File: config.mk
export PLATFORM = sky130hd
export DESIGN_NAME = jedro_1_rom_arbiter
export DESIGN_NICKNAME = d
export VERILOG_FILES = /design/src/rtl/jedro_1_mem_pkg.sv /design/src/rtl/jedro_1_rr_arb2.sv /design/src/rtl/jedro_1_rom_arbiter.sv
export SDC_FILE = /design/constraint.sdc
export NUM_CORES = 1
export LEC_CHECK = 0
export ABC_AREA = 0
export CORE_ASPECT_RATIO = 0.7
export CORE_MARGIN = 2
export CORE_UTILIZATION = 26
export CTS_CLUSTER_DIAMETER = 120
export DETAILED_ROUTE_END_ITERATION = 7
export PLACE_DENSITY = 0.81
export RECOVER_POWER = 25
export SLEW_MARGIN = 20
export SYNTH_ARGS = -nofsm -noshare
export SYNTH_HDL_FRONTEND = slang
export SYNTH_HIERARCHICAL = 1
export SYNTH_SLANG_ARGS = --single-unit
File: constraint.sdc
create_clock -name clk_i -period 3.5 [get_ports clk_i]
set_clock_uncertainty 0.05 [all_clocks]
set_input_delay 1.05 -clock clk_i [delete_from_list [all_inputs] [get_ports clk_i]]
set_output_delay 1.05 -clock clk_i [all_outputs]
set_load 0.005 [all_outputs]
File: src/rtl/jedro_1_mem_pkg.sv
// ---------------------------------------------------------------------------
// jedro_1_mem_pkg
// Shared types for the jedro_1 instruction/data ROM path.
//   owner_e    : which master owns the read response due next cycle
//   mst_idx_e  : index of a master, used for the round-robin history
//   owner_from_gnt : maps a one-hot grant pair onto an owner code
// ---------------------------------------------------------------------------
package jedro_1_mem_pkg;

  typedef enum logic [1:0] {
    OWNER_NONE = 2'd0,
    OWNER_M0   = 2'd1,
    OWNER_M1   = 2'd2
  } owner_e;

  typedef enum logic {
    MST_M0 = 1'b0,
    MST_M1 = 1'b1
  } mst_idx_e;

  // Grant pair is one-hot or zero; anything else maps to NONE so a
  // corrupted grant never produces a response.
  function automatic owner_e owner_from_gnt(input logic [1:0] gnt);
    owner_e res;
    case (gnt)
      2'b01:   res = OWNER_M0;
      2'b10:   res = OWNER_M1;
      default: res = OWNER_NONE;
    endcase
    return res;
  endfunction

endpackage

File: src/rtl/jedro_1_rr_arb2.sv
// ---------------------------------------------------------------------------
// jedro_1_rr_arb2
// Purely combinational two-input round-robin selector.
//   i_req        [1:0] : request vector, bit 0 = master 0, bit 1 = master 1
//   i_last_grant       : master granted most recently
//   o_gnt        [1:0] : one-hot (or zero) grant vector
// On a conflict the master that was not granted last wins.
// ---------------------------------------------------------------------------
module jedro_1_rr_arb2
  import jedro_1_mem_pkg::*;
(
  input  logic [1:0] i_req,
  input  mst_idx_e   i_last_grant,
  output logic [1:0] o_gnt
);

  // Grant selection: single requester wins outright, conflicts alternate.
  always_comb begin
    o_gnt = 2'b00;
    case (i_req)
      2'b01: o_gnt = 2'b01;
      2'b10: o_gnt = 2'b10;
      2'b11: begin
        if (i_last_grant == MST_M0) begin
          o_gnt = 2'b10;
        end else begin
          o_gnt = 2'b01;
        end
      end
      default: o_gnt = 2'b00;
    endcase
  end

endmodule

File: src/rtl/jedro_1_rom_arbiter.sv
// ---------------------------------------------------------------------------
// jedro_1_rom_arbiter
// Shares one single-port ROM (read latency 1) between the fetch unit
// (master 0) and the load/store unit (master 1).
//   clk_i, rst_i              : clock, synchronous active-high reset
//   m0_req_i/addr_i/flush_i   : fetch request, address, jump flush
//   m0_gnt_o/rvalid_o/rdata_o : fetch grant (same cycle), response (t+1)
//   m1_req_i/addr_i           : load/store request, address
//   m1_gnt_o/rvalid_o/rdata_o : load/store grant, response
//   mem_ce_o/addr_o           : ROM read strobe and address
//   mem_rdata_i               : ROM data, valid the cycle after mem_ce_o
//   conflict_cnt_o            : saturating count of both-request cycles
// ---------------------------------------------------------------------------
module jedro_1_rom_arbiter
  import jedro_1_mem_pkg::*;
#(
  parameter int ADDR_WIDTH = 32,
  parameter int DATA_WIDTH = 32,
  parameter int CNT_WIDTH  = 16
) (
  input  logic                  clk_i,
  input  logic                  rst_i,
  input  logic                  m0_req_i,
  input  logic [ADDR_WIDTH-1:0] m0_addr_i,
  input  logic                  m0_flush_i,
  output logic                  m0_gnt_o,
  output logic                  m0_rvalid_o,
  output logic [DATA_WIDTH-1:0] m0_rdata_o,
  input  logic                  m1_req_i,
  input  logic [ADDR_WIDTH-1:0] m1_addr_i,
  output logic                  m1_gnt_o,
  output logic                  m1_rvalid_o,
  output logic [DATA_WIDTH-1:0] m1_rdata_o,
  output logic                  mem_ce_o,
  output logic [ADDR_WIDTH-1:0] mem_addr_o,
  input  logic [DATA_WIDTH-1:0] mem_rdata_i,
  output logic [CNT_WIDTH-1:0]  conflict_cnt_o
);

  localparam logic [CNT_WIDTH-1:0] CNT_MAX = {CNT_WIDTH{1'b1}};

  owner_e               r_owner;
  mst_idx_e             r_last_grant;
  logic [CNT_WIDTH-1:0] r_conflict_cnt;

  logic [1:0]           w_req;
  logic [1:0]           w_arb_gnt;
  logic [1:0]           w_gnt;
  logic                 w_conflict;
  owner_e               w_owner_nxt;
  logic                 w_m0_rvalid;
  logic                 w_m1_rvalid;

  assign w_req      = {m1_req_i, m0_req_i};
  assign w_conflict = m0_req_i & m1_req_i;

  jedro_1_rr_arb2 u_rr_arb2 (
    .i_req        (w_req),
    .i_last_grant (r_last_grant),
    .o_gnt        (w_arb_gnt)
  );

  // Grants are suppressed while reset is held so no read is launched.
  always_comb begin
    w_gnt = 2'b00;
    if (rst_i) begin
      w_gnt = 2'b00;
    end else begin
      w_gnt = w_arb_gnt;
    end
  end

  assign m0_gnt_o = w_gnt[0];
  assign m1_gnt_o = w_gnt[1];
  assign mem_ce_o = w_gnt[0] | w_gnt[1];

  // ROM address mux: winner's address, zero when idle.
  always_comb begin
    mem_addr_o = {ADDR_WIDTH{1'b0}};
    if (w_gnt[0]) begin
      mem_addr_o = m0_addr_i;
    end else if (w_gnt[1]) begin
      mem_addr_o = m1_addr_i;
    end else begin
      mem_addr_o = {ADDR_WIDTH{1'b0}};
    end
  end

  assign w_owner_nxt = owner_from_gnt(w_gnt);

  // Owner, round-robin history and conflict counter.
  always_ff @(posedge clk_i) begin
    if (rst_i) begin
      r_owner        <= OWNER_NONE;
      r_last_grant   <= MST_M1;
      r_conflict_cnt <= {CNT_WIDTH{1'b0}};
    end else begin
      r_owner <= w_owner_nxt;
      if (w_gnt[1]) begin
        r_last_grant <= MST_M1;
      end else if (w_gnt[0]) begin
        r_last_grant <= MST_M0;
      end
      if (w_conflict && (r_conflict_cnt != CNT_MAX)) begin
        r_conflict_cnt <= r_conflict_cnt + {{(CNT_WIDTH-1){1'b0}}, 1'b1};
      end
    end
  end

  // Response routing. The owner register still holds a pre-reset grant
  // during the first reset cycle, so rst_i gates rvalid directly. A jump
  // flush kills only the fetch response arriving in the flush cycle.
  always_comb begin
    w_m0_rvalid = 1'b0;
    w_m1_rvalid = 1'b0;
    if (rst_i) begin
      w_m0_rvalid = 1'b0;
      w_m1_rvalid = 1'b0;
    end else begin
      w_m0_rvalid = (r_owner == OWNER_M0) && !m0_flush_i;
      w_m1_rvalid = (r_owner == OWNER_M1);
    end
  end

  assign m0_rvalid_o = w_m0_rvalid;
  assign m1_rvalid_o = w_m1_rvalid;

  // Data is zeroed whenever the matching valid is low.
  always_comb begin
    m0_rdata_o = {DATA_WIDTH{1'b0}};
    m1_rdata_o = {DATA_WIDTH{1'b0}};
    if (w_m0_rvalid) begin
      m0_rdata_o = mem_rdata_i;
    end else begin
      m0_rdata_o = {DATA_WIDTH{1'b0}};
    end
    if (w_m1_rvalid) begin
      m1_rdata_o = mem_rdata_i;
    end else begin
      m1_rdata_o = {DATA_WIDTH{1'b0}};
    end
  end

  assign conflict_cnt_o = r_conflict_cnt;

endmodule

==> flow_results.org <==
** Run status
- Run status :: completed

** Logic synthesis
- Of the synthesized area, sequential elements account for 21.9%.
- Top area cells in the synthesized netlist :: and2_1 (23%), dfxtp_1 (22%), a22o_1 (16%)
- The number of nets in the synthesized netlist is 324.
- Number of synthesized register bits :: 19
- Area share of the largest cell type after synthesis :: 23.1%
- The mapped netlist covers around 1700 um^2.
- Counting flops with an async set or reset pin after synthesis yields a share of 0%.
- Averaged over all synthesized cells, the footprint is 7.82 um^2.
- Count of flip-flops with a built-in enable after synthesis :: 0
- The biggest area contributor in the post-synthesis netlist is and2_1.
- During synthesis, Yosys emitted a total of 6 warnings.
- Synth unique cells :: 42
- Most instantiated flip-flop cell in the synthesis netlist :: dfxtp_1
- Gate count of the mapped netlist :: 222

** Place
- Total cell area at the placement stage :: 4110 um^2
- Count of input and output buffers :: 217
- At the end of routability-driven placement, the weighted congestion stood at just under 0.8.
- Timing analysis after detailed placement gives a worst setup slack of -0.600 ns.
- DP HPWL :: between 6 and 7 mm
- Once placement completed, the tool counted placed cells totaling 529.

** Die
- Initial Utilization :: 27.4%
- The floorplan step set the die height to 72.4 um.
- The floorplan step defined a core boundary enclosing 6340 um^2.
- Die X-Extent :: 102 um
- Die area :: roughly 7400 um^2
- Pin placement for this block handled 218 I/O pins.
- Row generation in the floorplan step produced 24 rows.

** Route
- The routed layout has 2624 vias.
- In the routed layout, each cell is associated on average with a via count of 4.74.
- The detail route stage leaves a number of antenna-violating nets equal to 0.
- For this run, design rule violations remaining after detail routing come to 0.
- DRT Wirelength :: 8.93 mm
- For this block, the initial DRC count from the detailed router was 90.
- The first TritonRoute pass finished after 4 iterations.
- Dividing the detail-routed wire length by the instance count gives 16.1 um.

** STA
- Post-route minimum period :: 3.46 ns
- Measured against its own limit, the worst slew margin works out to 27.9%.
- Achievable clock frequency :: 289 MHz
- Setup violations remaining at the end of the flow were counted as 0.
- Ratio of final minimum period to clock period :: roughly 99%
- Hold is met by approximately 0.44 ns.
- Once routing completed, OpenROAD measured the worst setup slack at 0.0387 ns.
- The count of endpoints failing hold in the final timing report is 0.
- The number of pins with negative max-slew slack in the final report came to 0.
- At the pin with the least slew margin, the transition time is 1.07 ns.

** Global routing
- The number of global-route vias before repair is 2555.
- The first global-routing pass estimated 13.2 mm of wire.
- Maximum number of pins on one net before global-route repair :: 24
- The number of antenna violations at the first check in global routing was 0.
- GR Overflow Total :: 0
- All-layer global routing usage :: 22.7%

** Clocking
- The number of clock buffers added by TritonCTS is 3.
- Clock-pin slew was measured on the worst setup and hold paths at 0.07 ns.
- Worst-Skew Late Latency :: roughly 0.26 ns
- In this run the clock root is driven by a clkbuf_8.
- H-tree depth :: 1
- TritonCTS built the clock tree.
- The clock net in this run drives a total of 19 sinks.
- CTS Buffer Depth :: 2

** Cells and area
- In the final layout, the share of cells above drive strength 1 is 13.6%.
- The area growth from synthesis to layout is 153%.
- Final cell area excluding filler cells :: 4390 um^2
- Once layout is complete, the cells apart from fillers number 554.
- Leaving out fill and tap cells, the most frequent cell in the layout is clkdlybuf4s50_1.
- Fill cells in the final layout number 532.
- Leaving out fill and tap cells, the most frequent cells in the layout are clkdlybuf4s50_1 (101), dlygate4sd2_1 (86), and2_1 (64).
- Layout net count :: roughly 570
- The repair_antennas step left the layout with diodes totalling 0.

** Worst setup path
- Data arrives at the worst endpoint at between 2 and 2.5 ns.
- Measured in cells, the most critical reg-to-reg path has a length of 5.
- Critical Path End Type :: primary output
- Highest-delay cell along the critical path :: dlygate4sd2_1
- Req. time, crit path :: around 2.4 ns
- Delay contributed by the slowest stage of the critical path :: 0.24 ns
- Category of the most critical setup path :: in2out
- Along the worst path, the maximum fanout reaches 6.
- STA classifies the critical path startpoint as a primary input.
- Traced cell by cell, the critical path runs through clkbuf_4 -> a21boi_4 -> nand2_2 -> nor2_4 -> buf_4 -> buf_6 -> buf_16 -> a22o_1 -> dlygate4sd2_1.

** Job
- Across the run, the number of max-cap violations was 0.

** Power and ir drop
- IR analysis of the VDD net gives a maximum drop of roughly 0.11 mV.
- Leak Pwr :: 2.23 nW
- In this run the power density over the cells is 152 nW/um^2.
- After layout, the design draws a total of between 0.0006 and 0.0007 W.

** Hold path
- Path class of the lowest-slack min-delay path :: reg2reg
- Counting instances, the worst hold path has a depth of 2.
## cells by family after synthesis
| group | count (synthesis) | share of synthesized area (%) |
|---|---|---|
| AO/OA/AOI/OAI | 62 | 26.9 |
| XOR/XNOR | 1 | 0.504 |
| adder cells (fa/ha/maj) | 1 | 0.720 |
| buffers and inverters | 23 | 5.84 |
| flip-flops | 19 | 21.9 |
| multiplexers | 2 | 1.44 |
| AND/OR/NAND/NOR | 114 | 42.7 |
## timing repair
item | CTS | global route
hold buffers | 0 | 0
setup endpoints to repair | 101 | 15
setup buffers | 8 | 5
resized for setup | 137 | 16
gates cloned | 9 | 0
hold endpoints to repair | 0 | 0
pin swaps | 4 | 1
## synthesized netlist by cell type (4+ instances only)
| cell type | instances |
|---|---|
| and2_1 | 64 |
| inv_1 | 8 |
| nand3_1 | 5 |
| clkbuf_1 | 11 |
| o31ai_1 | 4 |
| or3_2 | 4 |
| dfxtp_1 | 19 |
| nand2_1 | 8 |
| a22o_1 | 32 |
| nor2_1 | 9 |
| o21ai_0 | 7 |
| a21oi_1 | 12 |
## registers in the layout (all words and copies together), names as in the netlist
| name | flops |
|---|---|
| conflict_cnt_o | 16 |
| r_last_grant | 1 |
| r_owner | 2 |
## worst max-delay path: cells and delay by family
family                 cells  cell delay (ns)
buffers and inverters      5             0.73
AOI/OAI and AO/OA          2             0.33
and+or+nand+nor            2             0.25
## per-layer routing
layer	global-route usage [%]	vias up	part of all wire (%)
met3	3.95	15	6.8
met5	0	-	0
met2	42.0	128	53
met1	27.3	1187	39
li1	-	1294	-
met4	5.26	0	1.6
## power by group
group	total [W]	internal (W)	switching [W]
Sequential	0.000225	0.000220	0.00000500
Combinational	0.000283	0.000196	0.0000869
Clock	0.000160	0.0000812	0.0000786
## final timing paths
| kind | start | endpoint | slack, ns |
|---|---|---|---|
| worst min register to register | conflict_cnt_o[15]$_SDFFE_PP0P_ | conflict_cnt_o[15]$_SDFFE_PP0P_ | 0.44 |
| worst min-delay path | conflict_cnt_o[15]$_SDFFE_PP0P_ | conflict_cnt_o[15]$_SDFFE_PP0P_ | 0.44 |
| worst max register to register | conflict_cnt_o[0]$_SDFFE_PP0P_ | conflict_cnt_o[8]$_SDFFE_PP0P_ | 0.97 |
| worst max-delay path | m1_req_i | mem_addr_o[24] | 0.04 |
## through the flow
| step | utilization [%] | setup TNS, ns |
|---|---|---|
| after detailed placement | 64.8 | -49.74 |
| after floorplan | - | 0 |
| after CTS | 68.9 | 0 |
| after global placement | 64.8 | -48.76 |
| after global routing | 69.3 | -0.00301 |
| final | 69.3 | 0 |
## layout make-up
class,count,area [um^2],share of cell area (%)
Timing Repair Buffer,252,2530,57.6
Tap cell,91,114,2.59
Multi-Input combinational cell,180,1290,29.4
Inverter,8,30.0,0.684
Sequential cell,19,380,8.67
Clock buffer,4,45.0,1.03
Power figures use the tool's default switching activity.
